### config.mk
export PLATFORM = sky130hd
export DESIGN_NAME = sram_port0_arbiter_flat
export DESIGN_NICKNAME = d
export VERILOG_FILES = /design/src/rtl/sram_port0_arbiter_if.sv /design/src/rtl/sram_port0_arbiter.sv /design/src/flat_wrapper.sv
export SDC_FILE = /design/constraint.sdc
export NUM_CORES = 1
export LEC_CHECK = 0
export CAP_MARGIN = 20
export CORE_AREA = 5 5 172 174
export DETAILED_ROUTE_END_ITERATION = 7
export DIE_AREA = 0 0 177 179
export PLACE_DENSITY_LB_ADDON = 0.2
export SYNTH_ARGS = -nofsm -noshare
export SYNTH_HDL_FRONTEND = slang
export SYNTH_SLANG_ARGS = --single-unit
### constraint.sdc
create_clock -name clk -period 11.3 [get_ports clk]
set_clock_uncertainty 0.1 [all_clocks]
set_input_delay 2.26 -clock clk [delete_from_list [all_inputs] [get_ports clk]]
set_output_delay 2.26 -clock clk [all_outputs]
set_load 0.05 [all_outputs]
### src/rtl/sram_port0_arbiter_if.sv
// sram_port0_arbiter_if
//   Bundles everything port 0 of the cache data SRAM touches:
//   - the two requesters: A (refill/writeback) and B (core load/store),
//     each with a request channel and a read-response channel;
//   - the registered SRAM command outputs and the SRAM read data.
//   Modports:
//     slave  - the arbiter side (drives x_ready, x_rsp_*, sram_* commands)
//     master - the requester/SRAM side (drives requests, rsp_ready, sram_dout0)
interface sram_port0_arbiter_if #(
    parameter int DATA_WIDTH = 64,
    parameter int ADDR_WIDTH = 8
);
    localparam int NUM_WMASKS = DATA_WIDTH / 8;

    logic                  a_valid,     b_valid;
    logic                  a_ready,     b_ready;
    logic                  a_we,        b_we;
    logic [NUM_WMASKS-1:0] a_wmask,     b_wmask;
    logic [ADDR_WIDTH-1:0] a_addr,      b_addr;
    logic [DATA_WIDTH-1:0] a_wdata,     b_wdata;
    logic                  a_rsp_valid, b_rsp_valid;
    logic                  a_rsp_ready, b_rsp_ready;
    logic [DATA_WIDTH-1:0] a_rdata,     b_rdata;

    logic                  sram_csb0;
    logic                  sram_web0;
    logic [NUM_WMASKS-1:0] sram_wmask0;
    logic [ADDR_WIDTH-1:0] sram_addr0;
    logic [DATA_WIDTH-1:0] sram_din0;
    logic [DATA_WIDTH-1:0] sram_dout0;

    modport slave (
        input  a_valid, a_we, a_wmask, a_addr, a_wdata, a_rsp_ready,
        input  b_valid, b_we, b_wmask, b_addr, b_wdata, b_rsp_ready,
        output a_ready, a_rsp_valid, a_rdata,
        output b_ready, b_rsp_valid, b_rdata,
        output sram_csb0, sram_web0, sram_wmask0, sram_addr0, sram_din0,
        input  sram_dout0
    );

    modport master (
        output a_valid, a_we, a_wmask, a_addr, a_wdata, a_rsp_ready,
        output b_valid, b_we, b_wmask, b_addr, b_wdata, b_rsp_ready,
        input  a_ready, a_rsp_valid, a_rdata,
        input  b_ready, b_rsp_valid, b_rdata,
        input  sram_csb0, sram_web0, sram_wmask0, sram_addr0, sram_din0,
        output sram_dout0
    );
endinterface

### src/rtl/sram_port0_arbiter.sv
// sram_port0_arbiter
//   Owns the RW port (port 0) of the byte-masked cache data SRAM.
//   After reset it zero-fills the whole array (INIT), then arbitrates
//   between requester A (priority) and requester B (RUN). Every SRAM
//   command is registered; read data comes back two edges after the
//   accept edge into a per-requester response register.
// Ports
//   clk        clock, also the SRAM clk0
//   rst        asynchronous active-high reset
//   bus        sram_port0_arbiter_if.slave: A/B request + response
//              channels, SRAM command outputs, SRAM read data
//   init_done  high once the zero-fill has finished (state RUN)
module sram_port0_arbiter #(
    parameter int DATA_WIDTH = 64,
    parameter int ADDR_WIDTH = 8,
    parameter int MAX_STALL  = 4,
    parameter bit INIT_EN    = 1'b1
) (
    input  logic                 clk,
    input  logic                 rst,
    sram_port0_arbiter_if.slave  bus,
    output logic                 init_done
);
    localparam int NUM_WMASKS = DATA_WIDTH / 8;
    localparam int RAM_DEPTH  = 1 << ADDR_WIDTH;
    localparam logic [ADDR_WIDTH-1:0] LAST_ADDR = ADDR_WIDTH'(RAM_DEPTH - 1);
    localparam logic [3:0]            STALL_LIM = 4'(MAX_STALL);

    typedef enum logic {ST_INIT, ST_RUN} state_t;

    state_t                state;
    logic [ADDR_WIDTH-1:0] cnt;
    logic [3:0]            starve_cnt;
    logic                  busy_a, busy_b;
    // Read tracking: vld_pipe[0] = read issued at the last edge,
    // vld_pipe[1] = its data is on sram_dout0 now. own_pipe: 1 = B.
    logic [1:0]            vld_pipe, own_pipe;

    logic                  run;
    logic                  a_hs, b_hs, a_free, b_free, a_cand, b_cand;
    logic                  gnt_a, gnt_b, rd_issue;
    logic                  sel_we;
    logic [NUM_WMASKS-1:0] sel_wmask;
    logic [ADDR_WIDTH-1:0] sel_addr;
    logic [DATA_WIDTH-1:0] sel_wdata;

    always_comb begin
        run    = (state == ST_RUN);
        a_hs   = bus.a_rsp_valid && bus.a_rsp_ready;
        b_hs   = bus.b_rsp_valid && bus.b_rsp_ready;
        // A response being consumed this cycle frees the requester now, so
        // its next read can be accepted on the same edge.
        a_free = !busy_a || a_hs;
        b_free = !busy_b || b_hs;
        a_cand = run && bus.a_valid && a_free;
        b_cand = run && bus.b_valid && b_free;
        gnt_b  = b_cand && (!a_cand || (starve_cnt == STALL_LIM));
        gnt_a  = a_cand && !gnt_b;
        bus.a_ready = run && a_free && !(a_cand && gnt_b);
        bus.b_ready = run && b_free && !(b_cand && gnt_a);

        sel_we    = gnt_b ? bus.b_we    : bus.a_we;
        sel_wmask = gnt_b ? bus.b_wmask : bus.a_wmask;
        sel_addr  = gnt_b ? bus.b_addr  : bus.a_addr;
        sel_wdata = gnt_b ? bus.b_wdata : bus.a_wdata;
        rd_issue  = (gnt_a || gnt_b) && !sel_we;
    end

    always_ff @(posedge clk or posedge rst) begin
        if (rst) begin
            state           <= INIT_EN ? ST_INIT : ST_RUN;
            init_done       <= !INIT_EN;
            cnt             <= '0;
            starve_cnt      <= '0;
            busy_a          <= 1'b0;
            busy_b          <= 1'b0;
            vld_pipe        <= '0;
            own_pipe        <= '0;
            bus.a_rsp_valid <= 1'b0;
            bus.b_rsp_valid <= 1'b0;
            bus.a_rdata     <= '0;
            bus.b_rdata     <= '0;
            bus.sram_csb0   <= 1'b1;
            bus.sram_web0   <= 1'b1;
            bus.sram_wmask0 <= '0;
            bus.sram_addr0  <= '0;
            bus.sram_din0   <= '0;
        end else begin
            vld_pipe <= {vld_pipe[0], rd_issue};
            own_pipe <= {own_pipe[0], gnt_b};

            // Response registers: clear on handshake, load when the owner's
            // data arrives. Both cannot coincide since a requester has at
            // most one read in flight.
            if (a_hs) bus.a_rsp_valid <= 1'b0;
            if (b_hs) bus.b_rsp_valid <= 1'b0;
            if (vld_pipe[1] && !own_pipe[1]) begin
                bus.a_rdata     <= bus.sram_dout0;
                bus.a_rsp_valid <= 1'b1;
            end
            if (vld_pipe[1] && own_pipe[1]) begin
                bus.b_rdata     <= bus.sram_dout0;
                bus.b_rsp_valid <= 1'b1;
            end

            if (state == ST_INIT) begin
                bus.sram_csb0   <= 1'b0;
                bus.sram_web0   <= 1'b0;
                bus.sram_wmask0 <= '1;
                bus.sram_addr0  <= cnt;
                bus.sram_din0   <= '0;
                cnt             <= cnt + 1'b1;
                if (cnt == LAST_ADDR) begin
                    state     <= ST_RUN;
                    init_done <= 1'b1;
                end
            end else begin
                if (gnt_a || gnt_b) begin
                    bus.sram_csb0   <= 1'b0;
                    bus.sram_web0   <= !sel_we;
                    bus.sram_wmask0 <= sel_we ? sel_wmask : '0;
                    bus.sram_addr0  <= sel_addr;
                    bus.sram_din0   <= sel_wdata;
                end else begin
                    // Idle: addr/din keep their last values to avoid toggling.
                    bus.sram_csb0   <= 1'b1;
                    bus.sram_web0   <= 1'b1;
                    bus.sram_wmask0 <= '0;
                end

                // A new read wins over a same-edge handshake clear.
                if (gnt_a && !bus.a_we) busy_a <= 1'b1;
                else if (a_hs)          busy_a <= 1'b0;
                if (gnt_b && !bus.b_we) busy_b <= 1'b1;
                else if (b_hs)          busy_b <= 1'b0;

                if (gnt_b)
                    starve_cnt <= '0;
                else if (b_cand && gnt_a && starve_cnt != STALL_LIM)
                    starve_cnt <= starve_cnt + 4'd1;
            end
        end
    end
endmodule
### src/flat_wrapper.sv
// flat-port wrapper written by rule: the top's interface ports become plain ports
module sram_port0_arbiter_flat 
#(
    parameter int DATA_WIDTH = 64,
    parameter int ADDR_WIDTH = 8,
    parameter int MAX_STALL  = 4,
    parameter bit INIT_EN    = 1'b1
)
  (clk, rst, init_done, bus_a_valid, bus_a_we, bus_a_wmask, bus_a_addr, bus_a_wdata, bus_a_rsp_ready, bus_b_valid, bus_b_we, bus_b_wmask, bus_b_addr, bus_b_wdata, bus_b_rsp_ready, bus_a_ready, bus_a_rsp_valid, bus_a_rdata, bus_b_ready, bus_b_rsp_valid, bus_b_rdata, bus_sram_csb0, bus_sram_web0, bus_sram_wmask0, bus_sram_addr0, bus_sram_din0, bus_sram_dout0);
  sram_port0_arbiter_if #(.DATA_WIDTH(DATA_WIDTH), .ADDR_WIDTH(ADDR_WIDTH)) bus_i ();
  input  logic clk;
  input  logic rst;
  output logic init_done;
  input wire logic [$bits(bus_i.a_valid)-1:0] bus_a_valid;
  input wire logic [$bits(bus_i.a_we)-1:0] bus_a_we;
  input wire logic [$bits(bus_i.a_wmask)-1:0] bus_a_wmask;
  input wire logic [$bits(bus_i.a_addr)-1:0] bus_a_addr;
  input wire logic [$bits(bus_i.a_wdata)-1:0] bus_a_wdata;
  input wire logic [$bits(bus_i.a_rsp_ready)-1:0] bus_a_rsp_ready;
  input wire logic [$bits(bus_i.b_valid)-1:0] bus_b_valid;
  input wire logic [$bits(bus_i.b_we)-1:0] bus_b_we;
  input wire logic [$bits(bus_i.b_wmask)-1:0] bus_b_wmask;
  input wire logic [$bits(bus_i.b_addr)-1:0] bus_b_addr;
  input wire logic [$bits(bus_i.b_wdata)-1:0] bus_b_wdata;
  input wire logic [$bits(bus_i.b_rsp_ready)-1:0] bus_b_rsp_ready;
  output wire logic [$bits(bus_i.a_ready)-1:0] bus_a_ready;
  output wire logic [$bits(bus_i.a_rsp_valid)-1:0] bus_a_rsp_valid;
  output wire logic [$bits(bus_i.a_rdata)-1:0] bus_a_rdata;
  output wire logic [$bits(bus_i.b_ready)-1:0] bus_b_ready;
  output wire logic [$bits(bus_i.b_rsp_valid)-1:0] bus_b_rsp_valid;
  output wire logic [$bits(bus_i.b_rdata)-1:0] bus_b_rdata;
  output wire logic [$bits(bus_i.sram_csb0)-1:0] bus_sram_csb0;
  output wire logic [$bits(bus_i.sram_web0)-1:0] bus_sram_web0;
  output wire logic [$bits(bus_i.sram_wmask0)-1:0] bus_sram_wmask0;
  output wire logic [$bits(bus_i.sram_addr0)-1:0] bus_sram_addr0;
  output wire logic [$bits(bus_i.sram_din0)-1:0] bus_sram_din0;
  input wire logic [$bits(bus_i.sram_dout0)-1:0] bus_sram_dout0;
  assign bus_i.a_valid = bus_a_valid;
  assign bus_i.a_we = bus_a_we;
  assign bus_i.a_wmask = bus_a_wmask;
  assign bus_i.a_addr = bus_a_addr;
  assign bus_i.a_wdata = bus_a_wdata;
  assign bus_i.a_rsp_ready = bus_a_rsp_ready;
  assign bus_i.b_valid = bus_b_valid;
  assign bus_i.b_we = bus_b_we;
  assign bus_i.b_wmask = bus_b_wmask;
  assign bus_i.b_addr = bus_b_addr;
  assign bus_i.b_wdata = bus_b_wdata;
  assign bus_i.b_rsp_ready = bus_b_rsp_ready;
  assign bus_a_ready = bus_i.a_ready;
  assign bus_a_rsp_valid = bus_i.a_rsp_valid;
  assign bus_a_rdata = bus_i.a_rdata;
  assign bus_b_ready = bus_i.b_ready;
  assign bus_b_rsp_valid = bus_i.b_rsp_valid;
  assign bus_b_rdata = bus_i.b_rdata;
  assign bus_sram_csb0 = bus_i.sram_csb0;
  assign bus_sram_web0 = bus_i.sram_web0;
  assign bus_sram_wmask0 = bus_i.sram_wmask0;
  assign bus_sram_addr0 = bus_i.sram_addr0;
  assign bus_sram_din0 = bus_i.sram_din0;
  assign bus_i.sram_dout0 = bus_sram_dout0;
  sram_port0_arbiter #(.DATA_WIDTH(DATA_WIDTH), .ADDR_WIDTH(ADDR_WIDTH), .MAX_STALL(MAX_STALL), .INIT_EN(INIT_EN)) u_core (.clk(clk), .rst(rst), .bus(bus_i), .init_done(init_done));
endmodule
==> results of run 1 <==
==> placed cells by master (no fill, tap or decap), types with 2 or more instances in the layout <==
master and n:
clkinv_2 6, dfstp_2 2, nand2_2 2, o31ai_1 2, nand3_1 217, nor2_1 5, xnor2_1 5, and3_1 3
a21oi_1 2, clkbuf_16 27, clkbuf_1 4, a2bb2oi_1 6, ha_1 3, bufinv_16 4, nor3_1 2, o21ai_0 7
clkdlybuf4s50_1 446, xor2_1 2, inv_1 5, a211oi_1 2, buf_4 8, a31oi_1 9, dfrtp_1 229, clkbuf_8 6
mux2_2 129, nand2_1 109
==> worst max path at each step <==
stage | start | end | slack (ps) | depth (start not counted)
finish | bus_a_rsp_ready | bus_a_ready | 4070 | 7
global route | bus_a_rsp_ready | bus_a_ready | 3920 | 7
CTS | bus_a_rsp_ready | bus_a_ready | 4010 | 7
detailed placement | bus_a_rsp_ready | bus_a_ready | 4020 | 7
global placement | bus_a_rsp_ready | bus_a_ready | 4030 | 7
floorplan | rst | u_core.bus.a_rdata[0] | 2580 | 1
==> per-layer routing <==
| layer | track usage | vias up | share of wire | routed length [µm] |
|---|---|---|---|---|
| li1 | - | 3717 | - | - |
| met1 | 0.2380 | 3770 | 0.38 | 12690 |
| met2 | 0.3424 | 351 | 0.49 | 16140 |
| met3 | 0.07254 | 41 | 0.11 | 3603 |
| met4 | 0.04739 | 0 | 0.020 | 667 |
| met5 | 0 | - | 0 | 0 |
==> where the power goes <==
group / internal [W] / switching [W] / leakage [nW]
Combinational: 0.0000995 / 0.0000848 / 3.15
Sequential: 0.000843 / 0.00000548 / 3.01
Clock: 0.000566 / 0.000341 / 0.465
Total: 0.00151 / 0.000431 / 6.63
==> layout make-up <==
cell class                 count  area [µm²]
multi-input combinational    520        3440
tap                          378       473.0
sequential                   232        5812
inverter                       7       33.78
clock buffer                  37       773.2
clock inverter                11       158.9
timing repair buffer         455        4552
fill                        2474       12390
==> worst max-delay path: cells and delay by family <==
| family | cells | cell delay (ps) |
|---|---|---|
| buffers and inverters | 3 | 1640 |
| AO/OA/AOI/OAI | 2 | 460 |
| AND/OR/NAND/NOR | 2 | 490 |
==> flip-flops by register name, indices dropped and copies added (netlist names) <==
signal                  count
u_core.cnt                  8
u_core.busy_b               1
u_core.bus.b_rsp_valid      1
u_core.own_pipe             2
u_core.bus.b_rdata         64
u_core.run                  1
u_core.bus.sram_addr0       8
u_core.vld_pipe             2
u_core.starve_cnt           4
u_core.bus.a_rdata         64
u_core.bus.sram_web0        1
u_core.bus.sram_wmask0      8
u_core.bus.sram_csb0        1
u_core.bus.a_rsp_valid      1
u_core.bus.sram_din0       64
u_core.busy_a               1
u_core.init_done            1
==> cell families (layout without fill, tap and decap cells) <==
group	after synthesis	count (layout)	share of synthesized area
flip-flops	232	232	0.6042
adder cells (fa/ha/maj)	3	3	0.003905
AND/OR/NAND/NOR	346	346	0.1678
XOR/XNOR	7	7	0.006378
AO/OA/AOI/OAI	35	35	0.02720
multiplexers	129	129	0.1511
buffers and inverters	66	510	0.03944
==> metrics by stage <==
step / hold slack (ps) / setup WS [ps]
final: 250.5 / 4074
after global routing: 251.2 / 3920
after CTS: 247.2 / 4011
after detailed placement: 234.7 / 4016
after global placement: 231.8 / 4027
after floorplan: 231.2 / 2582
==> impl_metrics.csv, run 1 <==
group,metric,value,unit
run_status,outcome,"completed",
finish,layoutNonFillerInstCount,1640,
clocking,clk_path_buf_depth,3,
clocking,cts_sinks,232,
finish,design_area,15240,µm²
critical_path,worst-setup-path-type,"primary input to output port",
critical_path,ff2ff_setup_slack,7750,ps
pwr,p_per_area,127.2,nW/µm²
clocking,cts_buffers,26,
routing,wire_per_inst,20.18,µm
critical_path,crit_fanout,38,
clocking,postCtsHoldBufs,0,
critical_path,path_cells,"clkdlybuf4s50_1, a21boi_1, or3_4, nand2_4, inv_2, a211oi_1, clkdlybuf4s50_1",
pwr,p_total,0.001939,W
die,start_util,0.3479,
critical_path,r2r_start,"u_core.run",
min_path,worstHoldStart,"u_core.vld_pipe[0]",
critical_path,r2r_end,"u_core.bus.sram_wmask0[5]",
yosys,netlist_area,9613,µm²
clocking,cts_root_buf,"clkbuf_16",
sta,rsz0062_at_grt,"false",
yosys,async_reset_ff_frac,1.000,
sta,period_minus_slack,7226,ps
die,core,27630,µm²
critical_path,cp.required,8940,ps
placement,hpwl,23960,µm
yosys,synth_area_leader_cell,"dfrtp_1",
yosys,synth_seq_cells,232,
clocking,ctsResizeCount,0,
clocking,clk_latency,530,ps
routing,drt_pass1_iterations,4,
placement,place_inst,1591,
yosys,synth_cells,818,
finish,syn2layout_area_growth,58.56,%
sta,fin_setup_tns,0,ps
grt,antenna_found_initial,0,
grt,grt_pass1_wl,49130,µm
grt,grt_pass1_vias,8180,
grt,overflow,0,
finish,final_util,0.5517,
sta,slew_headroom,0.2869,
yosys,synth_edf_count,0,
die,io_pins,447,
yosys,syn_avg_cell_area,11.75,µm²
sta,max_freq,0.1384,GHz
job,maxCapViolations,0,
placement,gp_congestion,0.8297,
critical_path,worstPathArrival,4870,ps
routing,vias,7879,
routing,avgViaCountPerCell,4.804,
yosys,synth_cell_types,39,
yosys,yosysSeqAreaShare,0.6042,
routing,route.detailed.drc,0,
sta,setup_violations,0,
grt,grt_usage,0.1986,
yosys,synth_top_area_share,0.5987,
finish,drive_above_1_share,0.1553,
clocking,path_clk_slew,60,ps
placement,place_area,14280,µm²
clocking,cts_tree,"done",
die,die_height,179,µm
grt,grt_max_degree,94,
die,fp.dieArea,31680,µm²
sta,slew_violations,0,
routing,ant_nets,0,
critical_path,crit_slowest_cell,"clkdlybuf4s50_1",
routing,totalWireLength,33100,µm
sta,hold_viol_final,0,
yosys,yosys_warnings,0,
routing,first_iter_violations,408,
pwr,ir_drop,0.1177,mV
die,die_w,177,µm
critical_path,cp_common_cell,"clkdlybuf4s50_1",
yosys,yosys_most_used_dff,"dfrtp_1",
yosys,yosys-top-cells-area,"dfrtp_1 (60%), mux2_2 (15%), nand3_1 (11%), nand2_1 (4.3%), buf_6 (1.1%)",
yosys,synth_most_common_cell,"dfrtp_1",
finish,antenna_cells,0,
sta,max_slew.worst_pin.slew,1070,ps
min_path,whs_endpoint,"u_core.vld_pipe[1]",
clocking,h-tree-depth,1,
min_path,hp-class,"flop to flop",
critical_path,crit_path_end_kind,"output port",
clocking,cts_setup_buffers,0,
critical_path,rr_worst_depth,6,
placement,portBuffers,446,
min_path,min_path_cells,0,
die,num_rows,61,
pwr,p_leak,6.630,nW
yosys,syn_nets,1053,
finish,num-nets-final,1477,
sta,finalCritPeriodShare,0.6394,
critical_path,critPathMaxStageDelay,860,ps
critical_path,start_kind,"primary input",
yosys,yosys-top-cells-count,"dfrtp_1 (230), nand3_1 (217), mux2_2 (129)",
Power figures use the tool's default switching activity.
==> run 2, diff against run 1 <==
CORE_AREA = 5 5 170 172   (was 5 5 172 174)
DIE_AREA = 0 0 175 177   (was 0 0 177 179)
clock period = 6.6 ns   (was 11.3 ns; I/O delays follow)
==> impl_metrics.csv, run 2 (same netlist as run 1, synthesis figures left out) <==
group,metric,value,unit
clocking,cts_tree,"done",
pwr,clkPwrFrac,0.443,
sta,finalCritPeriodShare,0.7121,
placement,portBuffers,446,
routing,avgViaCountPerCell,4.950,
clocking,cts_setup_buffers,0,
sta,slew_headroom,0.2314,
die,io_pins,447,
grt,grt_pass1_vias,8200,
grt,grt_usage,0.1942,
finish,drive_above_1_share,0.1528,
critical_path,crit_slowest_cell,"clkdlybuf4s50_1",
placement,gp_congestion,0.8131,
clocking,cts_buffers,27,
critical_path,critPathMaxStageDelay,720,ps
sta,hold_viol_final,0,
critical_path,cp_common_cell,"clkdlybuf4s50_1",
routing,wire_per_inst,19.67,µm
finish,syn2layout_area_growth,57.18,%
routing,vias,7969,
grt,antenna_found_initial,2,
routing,totalWireLength,31680,µm
die,start_util,0.3518,
grt,grt_max_degree,178,
clocking,cts_sinks,232,
die,fp.dieArea,30980,µm²
finish,final_cell_mix,"clkdlybuf4s50_1 (445), dfrtp_1 (229), nand3_1 (217), mux2_2 (129), nand2_1 (109)",
pwr,comb_power_share,0.099,
clocking,cts_root_buf,"clkbuf_16",
finish,layout.cells.most_common,"clkdlybuf4s50_1",
sta,max_slew.worst_pin.slew,1153,ps
run_status,outcome,"completed",
critical_path,cp.required,5180,ps
clocking,clk_latency,520,ps
finish,largestRegisters,"u_core.bus.a_rdata x64, u_core.bus.b_rdata x64, u_core.bus.sram_din0 x64",
finish,fill_cells,2407,
placement,hpwl,22420,µm
routing,first_iter_violations,397,
finish,num-nets-final,1478,
pwr,p_total,0.003167,W
clocking,postCtsHoldBufs,0,
critical_path,worst-setup-path-type,"primary input to output port",
routing,route.detailed.drc,0,
clocking,ctsResizeCount,0,
die,core,27320,µm²
sta,fin_setup_tns,0,ps
sta,period_minus_slack,4700,ps
pwr,p_seq_frac,0.459,
clocking,h-tree-depth,1,
grt,overflow,0,
pwr,p_switching,0.0007324,W
job,maxCapViolations,0,
min_path,hp-class,"flop to flop",
die,num_rows,61,
sta,setup_violations,0,
clocking,clk_path_buf_depth,3,
clocking,path_clk_slew,60,ps
pwr,p_per_area,209.6,nW/µm²
grt,grt_pass1_wl,47840,µm
critical_path,crit_fanout,5,
pwr,p_int,0.002435,W
sta,slew_violations,0,
pwr,ir_drop,0.1498,mV
pwr,swShare,0.2312,
pwr,p_leak,6.576,nW
critical_path,path_cells,"clkdlybuf4s50_1, a21boi_1, nor3_1, a21oi_1, clkdlybuf4s50_1",
sta,max_freq,0.2128,GHz
routing,drt_pass1_iterations,4,
sta,rsz0062_at_grt,"false",
critical_path,crit_path_end_kind,"output port",
die,die_height,177,µm
critical_path,worstPathArrival,3280,ps
critical_path,start_kind,"primary input",
routing,ant_nets,0,
die,die_w,175,µm
-- run 2: changes by cell type in the layout (fill, tap and decap cells not counted), moves of 2 or more --
cell       change
clkinv_2       -2
bufinv_16      -4
clkbuf_1       +5
buf_12         +2
-- run 2: metal layers --
metal | track usage | wire, µm
met2 | 0.3455 | 15740
met5 | 0 | 13
met4 | 0.04779 | 682
met3 | 0.08203 | 3535
met1 | 0.2164 | 11700
-- run 2: final timing paths --
| path | from | endpoint | slack, ps | depth (start not counted) |
|---|---|---|---|---|
| min in group asynchronous | rst | u_core.bus.sram_addr0[0] | 1220 | 3 |
| max in group asynchronous | rst | u_core.cnt[3] | 4210 | 3 |
| hold reg to reg | u_core.vld_pipe[0] | u_core.vld_pipe[1] | 250 | 0 |
| setup reg to reg | u_core.starve_cnt[0] | u_core.bus.sram_wmask0[6] | 3970 | 9 |
| setup / recovery | bus_a_rsp_ready | bus_b_ready | 1900 | 5 |
| hold / removal | u_core.vld_pipe[0] | u_core.vld_pipe[1] | 250 | 0 |
-- run 2: layout make-up --
type	count	area [µm²]	area share
tap	346	432.9	0.02865
clock buffer	42	792.0	0.05242
clock inverter	7	46.29	0.003064
sequential	232	5812	0.3846
inverter	7	30.03	0.001987
antenna	1	2.502	0.0001656
multi-input combinational	520	3440	0.2276
timing repair buffer	455	4554	0.3014
-- run 2: worst max-delay path, delay by kind of cell --
family | cells | cell delay (ps)
buffers and inverters | 2 | 1240
AND/OR/NAND/NOR | 1 | 470
AO/OA/AOI/OAI | 2 | 260
-- run 2: power by group through the flow --
stage	Clock, W	Combinational [W]	Sequential (W)
after floorplan	0	0.0000410	0.00155
after global placement	0	0.000315	0.00148
after detailed placement	0	0.000316	0.00148
after CTS	0.00145	0.000318	0.00145
after global routing	0.00151	0.000332	0.00145
final	0.00140	0.000313	0.00145
-- run 2: metrics by stage --
step | utilization | cells | hold WS [ps] | cell area (µm²) | setup WS (ps)
6_report | 0.5530 | 1610 | 250.0 | 15110 | 1900
2_1_floorplan | - | 818 | 231.2 | 9617 | 1879
4_1_cts | 0.5529 | 1609 | 252.2 | 15110 | 1891
5_1_grt | 0.5530 | 1610 | 257.4 | 15110 | 1773
3_5_place_dp | 0.5222 | 1560 | 238.7 | 14270 | 1887
3_3_place_gp | 0.5222 | 1560 | 231.0 | 14270 | 1941
==> variant 1: new RTL, flow settings as in run 1 <==
`INIT_EN` is set to 1'b1 in 2 places; all go to 1'b0.
--- a/src/rtl/sram_port0_arbiter.sv
+++ b/src/rtl/sram_port0_arbiter.sv
@@ -14,7 +14,7 @@
     parameter int DATA_WIDTH = 64,
     parameter int ADDR_WIDTH = 8,
     parameter int MAX_STALL  = 4,
-    parameter bit INIT_EN    = 1'b1
+    parameter bit INIT_EN    = 1'b0
 ) (
     input  logic                 clk,
     input  logic                 rst,
--- a/src/flat_wrapper.sv
+++ b/src/flat_wrapper.sv
@@ -4,7 +4,7 @@
     parameter int DATA_WIDTH = 64,
     parameter int ADDR_WIDTH = 8,
     parameter int MAX_STALL  = 4,
-    parameter bit INIT_EN    = 1'b1
+    parameter bit INIT_EN    = 1'b0
 )
   (clk, rst, init_done, bus_a_valid, bus_a_we, bus_a_wmask, bus_a_addr, bus_a_wdata, bus_a_rsp_ready, bus_b_valid, bus_b_we, bus_b_wmask, bus_b_addr, bus_b_wdata, bus_b_rsp_ready, bus_a_ready, bus_a_rsp_valid, bus_a_rdata, bus_b_ready, bus_b_rsp_valid, bus_b_rdata, bus_sram_csb0, bus_sram_web0, bus_sram_wmask0, bus_sram_addr0, bus_sram_din0, bus_sram_dout0);
   sram_port0_arbiter_if #(.DATA_WIDTH(DATA_WIDTH), .ADDR_WIDTH(ADDR_WIDTH)) bus_i ();
Behaviour: not the same (a bounded check fails within 4 cycles, from zero or initial values and one cycle with rst high).
==> variant 1 against run 1 <==
- sequential cell count fell by 1
- wire length fell by 2.4%
- global-route usage fell by 0.45 points
- cell count fell by 0.98%
- power fell by 5.2%
- non-clock buffer count fell by 2
- cell area fell by 0.72%
- setup slack improved by 39 ps
- synthesized cell count fell by 2.3%
- hold slack improved by 2.3 ps
- maximum frequency rose by 0.55%
- area after synthesis fell by 0.77%
- die area did not move
- critical path type unchanged
==> variant 1: results (changes against run 1) <==
* Initial detailed-routing violation count at 481 (was 408)
* Nets at 1458 (was 1477)
* Placed Area at 14300 sq um (about the same)
* Status: finished clean (unchanged)
* Synth top area cells: dfrtp_1, mux2_2, nand3_1 (unchanged)
* Share of cells above drive strength 1 at 15.4% (was 15.5%)
* Post-synth net total at 1034 (was 1053)
* Number of CTS-inserted buffers at 27 (was 26)
* First-pass iteration count of the detailed router at 5 (was 4)
* Fin cells at 1624 (was 1640)
* Sw frac at 23.5% (was 22.2%)
* Critical-path maximum fanout at 10 (was 38)
* Number of port buffers at 445 (was 446)
* Largest net degree at the start of global routing at 97 (was 94)
* Drt total wl at 32300 um (was 33100 um)
* Top cell types by occurrence after synthesis: dfrtp_1, nand3_1, mux2_2, nand2_1, clkbuf_1 (was dfrtp_1, nand3_1, mux2_2, nand2_1, buf_2)
* Final GP Congestion at 0.792 (was 0.830)
* Sequential-to-total area share from yosys stat at 60.6% (was 60.4%)
* Synth cell types at 41 (was 39)
* DP Worst Slack at 4130 ps (was 4020 ps)
* First-pass GRT wire length at 48100 um (was 49100 um)
* Initial antenna violation count at 2 (was 0)
* Worst path arrival time at 4830 ps (was 4870 ps)
* DPL Wire Length at 23500 um (was 24000 um)
* VDD IR-drop max at 82.9 uV (was 118 uV)
==> variant 1: cell count changes after synthesis, moves of 3 or more <==
cell       before  now
buf_6           9    0
a22oi_1         0   14
nand2_1       111   79
mux2i_1         0    9
clkbuf_1       18   27
a32oi_1         0    3
nand3_1       217  211
a31oi_1         9    0
nand4_1         0    7
a2bb2oi_1       6    0
==> variant 1: metal layers <==
metal | routed length (um) | vias up | track usage (%)
met1 | 11800 | 3816 | 22.8
met2 | 16200 | 363 | 33.6
li1 | - | 3688 | -
met3 | 3360 | 49 | 6.54
met4 | 923 | 0 | 6.29
met5 | 0 | - | 0
==> variant 1: layout make-up <==
type                    instances  area (sq um)  area share, %
multi-input cells             502          3490           23.1
well taps                     378           473           3.13
clock inverters                 9          57.6          0.380
clock buffers                  41           768           5.08
repair buffers                453          4510           29.8
diodes                          2          5.00         0.0331
flip-flops and latches        231          5790           38.3
inverters                       8          37.5          0.248
==> variant 1: path summary, 6_finish.rpt <==
check,startpoint,to,slack (ps),cells past startpoint
max in group asynchronous,rst,u_core.bus.a_rdata[6]$_DFFE_PP0P_,7520,3
worst min-delay path,u_core.vld_pipe[0]$_DFF_PP0_,u_core.vld_pipe[1]$_DFF_PP0_,250,0
worst max-delay path,bus_a_valid,bus_a_ready,4110,6
min in group asynchronous,rst,u_core.bus.sram_din0[38]$_DFFE_PP0N_,2130,2
worst min register to register,u_core.vld_pipe[0]$_DFF_PP0_,u_core.vld_pipe[1]$_DFF_PP0_,250,0
worst max register to register,u_core.run$_DFF_PP1_,u_core.bus.sram_wmask0[7]$_DFF_PP0_,7440,5
==> variant 1: worst max-delay path, stage by stage <==
cell	delay, ps
clkdlybuf4s50_1	520
nand2_1	230
o311ai_4	610
inv_2	70
a211oi_1	270
clkdlybuf4s50_1	860
==> variant 1: power groups by stage <==
stage          registers [W]  clock network, W  logic (W)
2_1_floorplan       0.000901                 0  0.0000259
3_3_place_gp        0.000859                 0   0.000186
3_5_place_dp        0.000860                 0   0.000187
4_1_cts             0.000845          0.000837   0.000188
5_1_grt             0.000846          0.000871   0.000196
6_report            0.000845          0.000809   0.000185
==> variant 1: logic make-up (layout without fill, tap and decap cells) <==
| group | count (synthesis) | in the layout | share of synthesized area, % |
|---|---|---|---|
| other cells | 1 | 3 | 0.0393 |
| fa+ha+maj | 3 | 3 | 0.394 |
| flops | 231 | 231 | 60.6 |
| buf+inv | 66 | 511 | 3.16 |
| xor+xnor | 7 | 7 | 0.643 |
| simple gates | 314 | 314 | 15.6 |
| mux | 138 | 138 | 16.2 |
| compound gates | 39 | 39 | 3.36 |
==> variant 2: new RTL, settings of run 1 <==
Made on the original files. Reset style: synchronous (`rst`), changed in one clocked block. Comments in the files are not updated.
--- a/src/rtl/sram_port0_arbiter.sv
+++ b/src/rtl/sram_port0_arbiter.sv
@@ -66,7 +66,7 @@
         rd_issue  = (gnt_a || gnt_b) && !sel_we;
     end
 
-    always_ff @(posedge clk or posedge rst) begin
+    always_ff @(posedge clk) begin
         if (rst) begin
             state           <= INIT_EN ? ST_INIT : ST_RUN;
             init_done       <= !INIT_EN;
Formal check against the unedited RTL: differs if rst is asserted again (counterexample within 4 cycles, from zero or initial values and one cycle with rst high); with rst held inactive, the same outputs for 10 cycles.
==> variant 2 against run 1 <==
- wire length rose by 4.8%
- cell area fell by 4.8%
- count of clock-buffer cells in the layout fell by 2
- sequential cell count did not move
- clock power rose by 2.9%
- die area did not move
- power fell by 3.2%
- setup slack got worse by 460 ps
- critical path depth fell by 1
- area after synthesis fell by 7.1%
- highest routed layer unchanged
==> variant 2: results (changes against run 1) <==
* Vias in the first global route at 8744 (was 8180)
* Synth cell types at 46 (was 39)
* Critical path's slowest cell: nor3_2 (was clkdlybuf4s50_1)
* Worst Reg-to-Reg Cells at 7 (was 6)
* Number of non-clock inverters at 5 (was 7)
* Cell Area, Synth at 8930 sq um (was 9610 sq um)
* VDD IR-drop max at 88.4 uV (was 118 uV)
* Drt total wl at 34700 um (was 33100 um)
* Placed Cells at 1747 (was 1591)
* DP Worst Slack at 3660 ps (was 4020 ps)
* Slew @ Worst Pin at 1050 ps (was 1070 ps)
* Clock buffer count at 35 (was 37)
* Clk tree area frac at 6.56% (was 6.12%)
* # diodes at 1 (was 0)
* Final GP Congestion at 0.849 (was 0.830)
* Post-Synth Adder-Cell Area at 0.420% (was 0.390%)
* Status: finished clean (unchanged)
* Vias per cell at 5.05 (was 4.80)
* First-pass GRT wire length at 51000 um (was 49100 um)
* R2R Path Start: u_core.starve_cnt[0]$_SDFFE_PP0P_ (was u_core.run$_DFF_PP0_)
* Critical-path maximum fanout at 18 (was 38)
* Final Cycle Share at 68.0% (was 63.9%)
* Multiplexer share of the synthesized area at 0.112% (was 15.1%)
* Synth async-reset ratio at 0% (was 100%)
* Signal buf overhead at 31.3% (was 29.9%)
## variant 2: through the flow
stage                     utilization (%)  hold slack (ps)
after floorplan                         -              314
after global placement               49.0              318
after detailed placement             49.0              326
after CTS                            52.5              335
after global routing                 52.5              352
final                                52.5              336
## variant 2: power by group through the flow
stage / logic (W) / clock network [W] / registers [W]
6_report: 0.000121 / 0.000933 / 0.000823
3_5_place_dp: 0.000121 / 0 / 0.000841
4_1_cts: 0.000122 / 0.000954 / 0.000823
5_1_grt: 0.000128 / 0.000986 / 0.000823
3_3_place_gp: 0.000121 / 0 / 0.000842
2_1_floorplan: 0.0000174 / 0 / 0.000850
## variant 2: logic make-up (layout without fill, tap and decap cells)
logic type               count (synthesis)  count (layout)
AO/OA/AOI/OAI                          255             255
XOR/XNOR                                 5               5
adder cells (fa/ha/maj)                  3               3
buffers and inverters                   99             510
flip-flops                             232             232
multiplexers                             1               1
other                                    0               1
AND/OR/NAND/NOR                        411             411
## variant 2: worst min-delay path by stage
stage                                    endpoint  depth (start not counted)
global placement    u_core.own_pipe[1]$_SDFF_PP0_                          1
floorplan           u_core.own_pipe[1]$_SDFF_PP0_                          1
finish              u_core.own_pipe[1]$_SDFF_PP0_                          1
global route        u_core.own_pipe[1]$_SDFF_PP0_                          1
CTS                 u_core.vld_pipe[1]$_SDFF_PP0_                          1
detailed placement  u_core.vld_pipe[1]$_SDFF_PP0_                          1
## variant 2: routing by layer
layer | vias up | global-route usage, % | part of all wire (%)
met4 | 0 | 6.19 | 2.7
met3 | 54 | 4.83 | 8.4
met2 | 357 | 34.2 | 48
met5 | - | 0 | 0
met1 | 4293 | 25.1 | 41
li1 | 4373 | - | -
